### config.mk
export PLATFORM = sky130hd
export DESIGN_NAME = regfile_rename
export DESIGN_NICKNAME = d
export VERILOG_FILES = /design/src/rtl/regfile_rename_pkg.sv /design/src/rtl/regfile_rename_rf_read_port.sv /design/src/rtl/regfile_rename.sv
export SDC_FILE = /design/constraint.sdc
export NUM_CORES = 2
export LEC_CHECK = 0
export BUFFER_PORTS_ARGS = -buffer_cell sky130_fd_sc_hd__buf_2
export CAP_MARGIN = 20
export CORE_MARGIN = 2
export CORE_UTILIZATION = 60
export DETAILED_ROUTE_END_ITERATION = 16
export PLACE_DENSITY = 0.77
export REMOVE_ABC_BUFFERS = 1
export SYNTH_ARGS = -nofsm -noshare
export SYNTH_HDL_FRONTEND = slang
export SYNTH_SLANG_ARGS = --single-unit
### constraint.sdc
create_clock -name clk -period 6.3 [get_ports clk]
set_input_delay 1.26 -clock clk [delete_from_list [all_inputs] [get_ports clk]]
set_output_delay 1.26 -clock clk [all_outputs]
set_load 0.005 [all_outputs]
### src/rtl/regfile_rename_pkg.sv
// Shared constants for the rename-tagged architectural register file.
// Optional build feature: define RF_COMMIT_CNT_EN to enable the debug
// commit counter in regfile_rename.
package regfile_rename_pkg;

  localparam int RF_DATA_W  = 32;  // register data width
  localparam int RF_NAME_W  = 5;   // architectural register index width
  localparam int RF_NICK_W  = 5;   // ROB nick width
  localparam int RF_REG_NUM = 32;  // number of architectural registers
  localparam int NO_NICK    = 0;   // nick value meaning "no producer"
  localparam int ZERO_REG   = 0;   // hard-wired zero register index

endpackage

### src/rtl/regfile_rename_rf_read_port.sv
// One dispatch lookup port: applies the x0 rule, the same-cycle commit
// bypass, and the busy/nick/data exclusivity on a single register entry.
module rf_read_port
  import regfile_rename_pkg::*;
#(
  parameter int DATA_W = RF_DATA_W,
  parameter int NAME_W = RF_NAME_W,
  parameter int NICK_W = RF_NICK_W
) (
  input  logic [NAME_W-1:0] regnm,
  input  logic              ent_busy,
  input  logic [NICK_W-1:0] ent_tag,
  input  logic [DATA_W-1:0] ent_dt,
  input  logic              cm_en,
  input  logic [NAME_W-1:0] cm_regnm,
  input  logic [NICK_W-1:0] cm_nick,
  input  logic [DATA_W-1:0] cm_dt,
  output logic              busy,
  output logic [NICK_W-1:0] nick,
  output logic [DATA_W-1:0] dt
);

  logic is_x0;
  logic cm_hit;

  // Resolve the entry: x0 reads zero, a commit retiring the newest producer
  // forwards its data, otherwise report the stored tag or value.
  always_comb begin
    is_x0  = (regnm == NAME_W'(ZERO_REG));
    cm_hit = cm_en && (cm_regnm == regnm) && !is_x0 && (ent_tag == cm_nick);
    busy   = 1'b0;
    nick   = NICK_W'(NO_NICK);
    dt     = '0;
    if (is_x0) begin
      busy = 1'b0;
    end else if (cm_hit) begin
      dt = cm_dt;
    end else if (ent_busy) begin
      busy = 1'b1;
      nick = ent_tag;
    end else begin
      dt = ent_dt;
    end
  end

endmodule

### src/rtl/regfile_rename.sv
// Architectural register file with per-register rename tags. Records the
// producing ROB nick at issue, retires data at commit, and releases the tag
// only when the committing nick is still the newest producer.
// Optional feature macro: RF_COMMIT_CNT_EN (debug accepted-commit counter).
module regfile_rename
  import regfile_rename_pkg::*;
#(
  parameter int DATA_W  = RF_DATA_W,
  parameter int NAME_W  = RF_NAME_W,
  parameter int NICK_W  = RF_NICK_W,
  parameter int REG_NUM = RF_REG_NUM
) (
  input  logic              clk,
  input  logic              rst,
  input  logic              rdy,
  input  logic              clr,
  input  logic              iROB_nick_en,
  input  logic [NICK_W-1:0] iROB_nick,
  input  logic [NAME_W-1:0] iROB_nick_regnm,
  input  logic              iRF_en,
  input  logic [NAME_W-1:0] iRF_rd_regnm,
  input  logic [DATA_W-1:0] iRF_rd_dt,
  input  logic [NICK_W-1:0] iRF_rd_nick,
  input  logic [NAME_W-1:0] iDP_rs1_regnm,
  input  logic [NAME_W-1:0] iDP_rs2_regnm,
  output logic              oDP_rs1_busy,
  output logic [NICK_W-1:0] oDP_rs1_nick,
  output logic [DATA_W-1:0] oDP_rs1_dt,
  output logic              oDP_rs2_busy,
  output logic [NICK_W-1:0] oDP_rs2_nick,
  output logic [DATA_W-1:0] oDP_rs2_dt,
  output logic [31:0]       oDBG_commit_cnt
);

  logic [DATA_W-1:0]  data_q [REG_NUM];
  logic [DATA_W-1:0]  data_d [REG_NUM];
  logic [NICK_W-1:0]  tag_q  [REG_NUM];
  logic [NICK_W-1:0]  tag_d  [REG_NUM];
  logic [REG_NUM-1:0] busy_q;
  logic [REG_NUM-1:0] busy_d;

  logic              rs1_busy, rs2_busy;
  logic [NICK_W-1:0] rs1_nick, rs2_nick;
  logic [DATA_W-1:0] rs1_dt,   rs2_dt;

  // Next state: commit writes data and may release the tag; a same-cycle
  // rename then overrides tag/busy; flush clears all tags but keeps data.
  always_comb begin
    data_d = data_q;
    tag_d  = tag_q;
    busy_d = busy_q;
    if (iRF_en && (iRF_rd_regnm != NAME_W'(ZERO_REG))) begin
      data_d[iRF_rd_regnm] = iRF_rd_dt;
      if (tag_q[iRF_rd_regnm] == iRF_rd_nick) begin
        busy_d[iRF_rd_regnm] = 1'b0;
        tag_d[iRF_rd_regnm]  = NICK_W'(NO_NICK);
      end
    end
    if (clr) begin
      busy_d = '0;
      for (int i = 0; i < REG_NUM; i++) tag_d[i] = NICK_W'(NO_NICK);
    end else if (iROB_nick_en && (iROB_nick_regnm != NAME_W'(ZERO_REG)) &&
                 (iROB_nick != NICK_W'(NO_NICK))) begin
      busy_d[iROB_nick_regnm] = 1'b1;
      tag_d[iROB_nick_regnm]  = iROB_nick;
    end
  end

  // Register file state: cleared by reset, frozen while rdy is low.
  always_ff @(posedge clk) begin
    if (!rst) begin
      data_q <= '{default: '0};
      tag_q  <= '{default: '0};
      busy_q <= '0;
    end else if (rdy) begin
      data_q <= data_d;
      tag_q  <= tag_d;
      busy_q <= busy_d;
    end
  end

  rf_read_port #(.DATA_W(DATA_W), .NAME_W(NAME_W), .NICK_W(NICK_W)) u_rs1 (
    .regnm    (iDP_rs1_regnm),
    .ent_busy (busy_q[iDP_rs1_regnm]),
    .ent_tag  (tag_q[iDP_rs1_regnm]),
    .ent_dt   (data_q[iDP_rs1_regnm]),
    .cm_en    (iRF_en),
    .cm_regnm (iRF_rd_regnm),
    .cm_nick  (iRF_rd_nick),
    .cm_dt    (iRF_rd_dt),
    .busy     (rs1_busy),
    .nick     (rs1_nick),
    .dt       (rs1_dt)
  );

  rf_read_port #(.DATA_W(DATA_W), .NAME_W(NAME_W), .NICK_W(NICK_W)) u_rs2 (
    .regnm    (iDP_rs2_regnm),
    .ent_busy (busy_q[iDP_rs2_regnm]),
    .ent_tag  (tag_q[iDP_rs2_regnm]),
    .ent_dt   (data_q[iDP_rs2_regnm]),
    .cm_en    (iRF_en),
    .cm_regnm (iRF_rd_regnm),
    .cm_nick  (iRF_rd_nick),
    .cm_dt    (iRF_rd_dt),
    .busy     (rs2_busy),
    .nick     (rs2_nick),
    .dt       (rs2_dt)
  );

  // Lookups read as all-zero while reset is asserted.
  always_comb begin
    oDP_rs1_busy = 1'b0;
    oDP_rs1_nick = '0;
    oDP_rs1_dt   = '0;
    oDP_rs2_busy = 1'b0;
    oDP_rs2_nick = '0;
    oDP_rs2_dt   = '0;
    if (rst) begin
      oDP_rs1_busy = rs1_busy;
      oDP_rs1_nick = rs1_nick;
      oDP_rs1_dt   = rs1_dt;
      oDP_rs2_busy = rs2_busy;
      oDP_rs2_nick = rs2_nick;
      oDP_rs2_dt   = rs2_dt;
    end
  end

`ifdef RF_COMMIT_CNT_EN
  logic [31:0] commit_cnt_q;
  logic [31:0] commit_cnt_d;

  // Count every accepted commit, x0 included; flush does not touch it.
  always_comb begin
    commit_cnt_d = commit_cnt_q + (iRF_en ? 32'd1 : 32'd0);
  end

  // Counter register: cleared by reset, frozen while rdy is low.
  always_ff @(posedge clk) begin
    if (!rst) begin
      commit_cnt_q <= '0;
    end else if (rdy) begin
      commit_cnt_q <= commit_cnt_d;
    end
  end

  assign oDBG_commit_cnt = commit_cnt_q;
`else
  assign oDBG_commit_cnt = 32'd0;
`endif

endmodule

==> flow_metrics.py <==
metrics = {
    "clocking": {
        "insertion_delay_ps": 770,
        "htreeDepth": 4,
        "cts_buffers": 132,
        "cts_tree": "done",
        "cts-root-buf": "clkbuf_16",
        "holdBufCountCts": 0,
        "cts_resized": 0,
        "cts_buffer_depth": 3,
        "cts.clk_slew.worst_paths_ps": 50,
        "cts.sinks": 1216,
        "cts_setup_buffers": 0,
    },
    "setup_path": {
        "path_buf_inv": 4,
        "reg2reg_depth": 9,
        "crit_fanout": 32,
        "cp_data_required_time_ps": 5040,
        "critPathKind": "in -> out",
        "cp_slowest_cell": "mux4_2",
        "timing.rr.start": "tag_q[99]",
        "path_cells": "buf_8, buf_4, mux4_2, a32o_1, nor2_1, nand4_1, a211oi_1, nand4_4, buf_4, mux2i_1, buf_2",
        "r2r_end": "tag_q[118]",
        "endpoint_kind": "output port",
        "worst_path_largest_cell_delay_ps": 510,
        "path_common_cell": "buf_4",
        "cp.arrival_ps": 4730,
        "path_delay_family": "buffers and inverters",
        "r2r_slack_ps": 2850,
        "start_kind": "primary input",
    },
    "drt": {
        "first_pass_iters": 9,
        "num_vias": 60560,
        "detail-route-antenna-nets": 0,
        "drcViolationCount": 0,
        "routed_wl_um": 257400,
        "wire_per_inst_um": 30.05,
        "drtIter0Drc": 9794,
        "viasPerCell": 7.071,
    },
    "synthesis": {
        "synth-edff-count": 0,
        "synth_cell_types": 70,
        "synth.avg_cell_area_um2": 9.488,
        "synth-main-ff-cell": "dfxtp_1",
        "synthArstFlopShare": 0,
        "synth_area_um2": 68910,
        "synthCells": 7263,
        "yosys_warnings": 0,
        "ys_seq_area_frac": 0.3533,
        "synth-seq-cells": 1216,
    },
    "pwr": {
        "irDropWorstVdd_v": 0.0002990,
        "combPwrFrac": 0.083,
        "sw_frac_of_total": 0.2543,
        "power_mw": 17.15,
        "switchingPower_mw": 4.362,
        "p_seq_frac": 0.451,
        "internal_power_mw": 12.79,
        "leakage_nw": 24.00,
        "clkPwrFrac": 0.466,
        "powerDensity_nw_per_um2": 231.2,
    },
    "placement": {
        "io_buffer_count": 143,
        "place_inst": 8321,
        "place_hpwl_um": 152500,
        "globalplace.congestion": 1.027,
        "dp_slack_ps": 401.0,
    },
    "cells_and_area": {
        "seqCellArea_um2": 24340,
        "final_nets": 7014,
        "multi_input_area_um2": 41070,
        "final_cells": 8565,
        "area_delta_synth_final_pct": 7.648,
        "fillCellCount": 8939,
        "drive_gt1_frac": 0.1919,
    },
    "grt": {
        "grt_antenna_before_repair": 22,
        "grt_usage": 0.4312,
        "grt_pass1_vias": 57900,
        "grt_max_degree": 274,
        "grt_first_pass_wirelength_um": 374700,
        "overflow": 0,
    },
    "worst_hold_path": {
        "min_to": "data_q[103]",
        "holdCritPathClass": "reg -> reg",
        "hold_depth": 2,
        "worstHoldStart": "data_q[103]",
    },
    "floorplan": {
        "start_util": 0.6035,
        "pin_count": 176,
        "die_x_um": 342.9,
        "rows": 124,
        "chipHeight_um": 342.9,
        "coreArea_um2": 114200,
        "die-area_um2": 117600,
    },
    "sta": {
        "finalSetupViolCount": 0,
        "fmax_mhz": 167.1,
        "worstMarginPinSlew_ps": 1298,
        "hold_violations": 0,
        "fin_crit_ps": 5986,
        "relSlewSlack": 0.1329,
        "fin_setup_tns_ps": 0,
        "post-route-period-util": 0.9501,
        "fin_ws_ps": 314.3,
        "finClkSkew_ps": 30.45,
        "rsz0062_at_grt": "false",
        "drv_slew": 0,
    },
    "flow_run": {
        "max_cap_violations": 0,
    },
    "status": {
        "outcome": "finished clean",
    },
}
## cell type report
cell class,count,area share
multi-input cells,5273,0.5537
diodes,12,0.0004048
clock buffers,192,0.05305
repair buffers,311,0.03166
flip-flops and latches,1216,0.3282
inverters,12,0.0006747
well taps,1512,0.02550
clock inverters,37,0.006865
## synth_stat cells, types with 7 or more instances
library cell  count  area share
o41ai_1           7     0.00089
o2bb2ai_1        24      0.0031
a22oi_1          58      0.0063
buf_4            76      0.0083
or4_1            26      0.0028
and3_1            8     0.00073
o21ai_0         159       0.012
mux2i_1         169       0.025
xor2_1            8      0.0010
buf_1            35      0.0019
o22ai_1          13      0.0012
a32o_1           25      0.0036
a21oi_1         148       0.011
nand2_1        2333        0.13
nor3_1           11     0.00080
dfxtp_1        1216        0.35
nor2_1          206       0.011
nor4_1            7     0.00064
a21boi_0        993        0.11
buf_2           105      0.0076
mux4_1           11      0.0042
mux4_2          723        0.24
nand2b_1         10     0.00091
o41ai_2          21      0.0050
and2_1           40      0.0036
o21a_1            9     0.00098
nand3_1          65      0.0047
nor2b_1          19      0.0017
o31ai_1          34      0.0037
clkbuf_1        508       0.028
buf_6            57      0.0093
a21o_1           32      0.0035
inv_1            11     0.00060
## flip-flops by register name, indices dropped and copies added (netlist names)
register,count
tag_q,160
data_q,1024
busy_q,32
## power by group through the flow
stage | Combinational [mW] | Sequential (mW) | Clock (mW)
detailed placement | 1.35 | 7.91 | 0
CTS | 1.36 | 7.74 | 7.98
global placement | 1.35 | 7.91 | 0
finish | 1.42 | 7.74 | 8.00
global route | 1.44 | 7.74 | 8.30
floorplan | 0.551 | 7.90 | 0
## per-layer routing
metal  routed length, um  track usage  vias to the layer above
met5                 148     0.001202                        -
met4               20590       0.2987                       22
met3               40520       0.1461                     1358
met2              108900       0.6234                     5007
met1               87160       0.5453                    29130
li1                    -            -                    25040
## worst reg2reg max path: stages, from the launching register on
cell and delay [ps]:
dfxtp_1 490, mux2i_1 130, a22oi_1 300, a21oi_1 150, nor4_1 450, xnor2_1 170, o211ai_1 210, buf_12 280
o41ai_1 880, o21ai_0 250
## layout by cell type (no fill, tap or decap), types with 24 or more instances in the layout
cell and n:
and2_1 40, nor2_4 31, clkbuf_1 25, buf_2 133, mux4_2 723, a21oi_1 148
clkbuf_8 30, nand3_1 64, clkbuf_16 137, mux2i_1 169, o2bb2ai_1 24, a21o_1 32
or4_1 26, conb_1 32, nand2_2 32, nand2_1 2300, a22oi_1 58, buf_4 148
nor2_1 175, dfxtp_1 1216, a21boi_0 993, a32o_1 25, o31ai_1 34, o21ai_0 159
## stage by stage
stage	hold WS, ps	area [um2]	utilization
6_report	476.5	74180	0.6496
3_5_place_dp	465.8	69620	0.6097
3_3_place_gp	456.0	69620	0.6097
5_1_grt	492.3	74160	0.6495
4_1_cts	475.4	74070	0.6486
2_1_floorplan	443.1	65090	-
## how the worst max path moves through the flow
stage                                start  cells past startpoint              end  slack, ps
after CTS                 iDP_rs1_regnm[0]                     11    oDP_rs1_dt[2]        410
final                     iDP_rs1_regnm[0]                     11    oDP_rs1_dt[2]        310
after floorplan           iDP_rs1_regnm[3]                      8  oDP_rs1_nick[1]       -970
after global routing      iDP_rs1_regnm[0]                     11    oDP_rs1_dt[6]        190
after global placement    iDP_rs1_regnm[0]                     11    oDP_rs1_dt[6]        470
after detailed placement  iDP_rs1_regnm[0]                     11   oDP_rs1_dt[27]        400
## kinds of logic after synthesis
logic type,count (synthesis),synth area share
AO/OA/AOI/OAI,1562,0.1634
XOR/XNOR,14,0.001779
buffers and inverters,805,0.05783
flip-flops,1216,0.3533
multiplexers,905,0.2654
other,1,0.00005442
AND/OR/NAND/NOR,2760,0.1583
No activity file was read; power rests on OpenSTA's default activity.
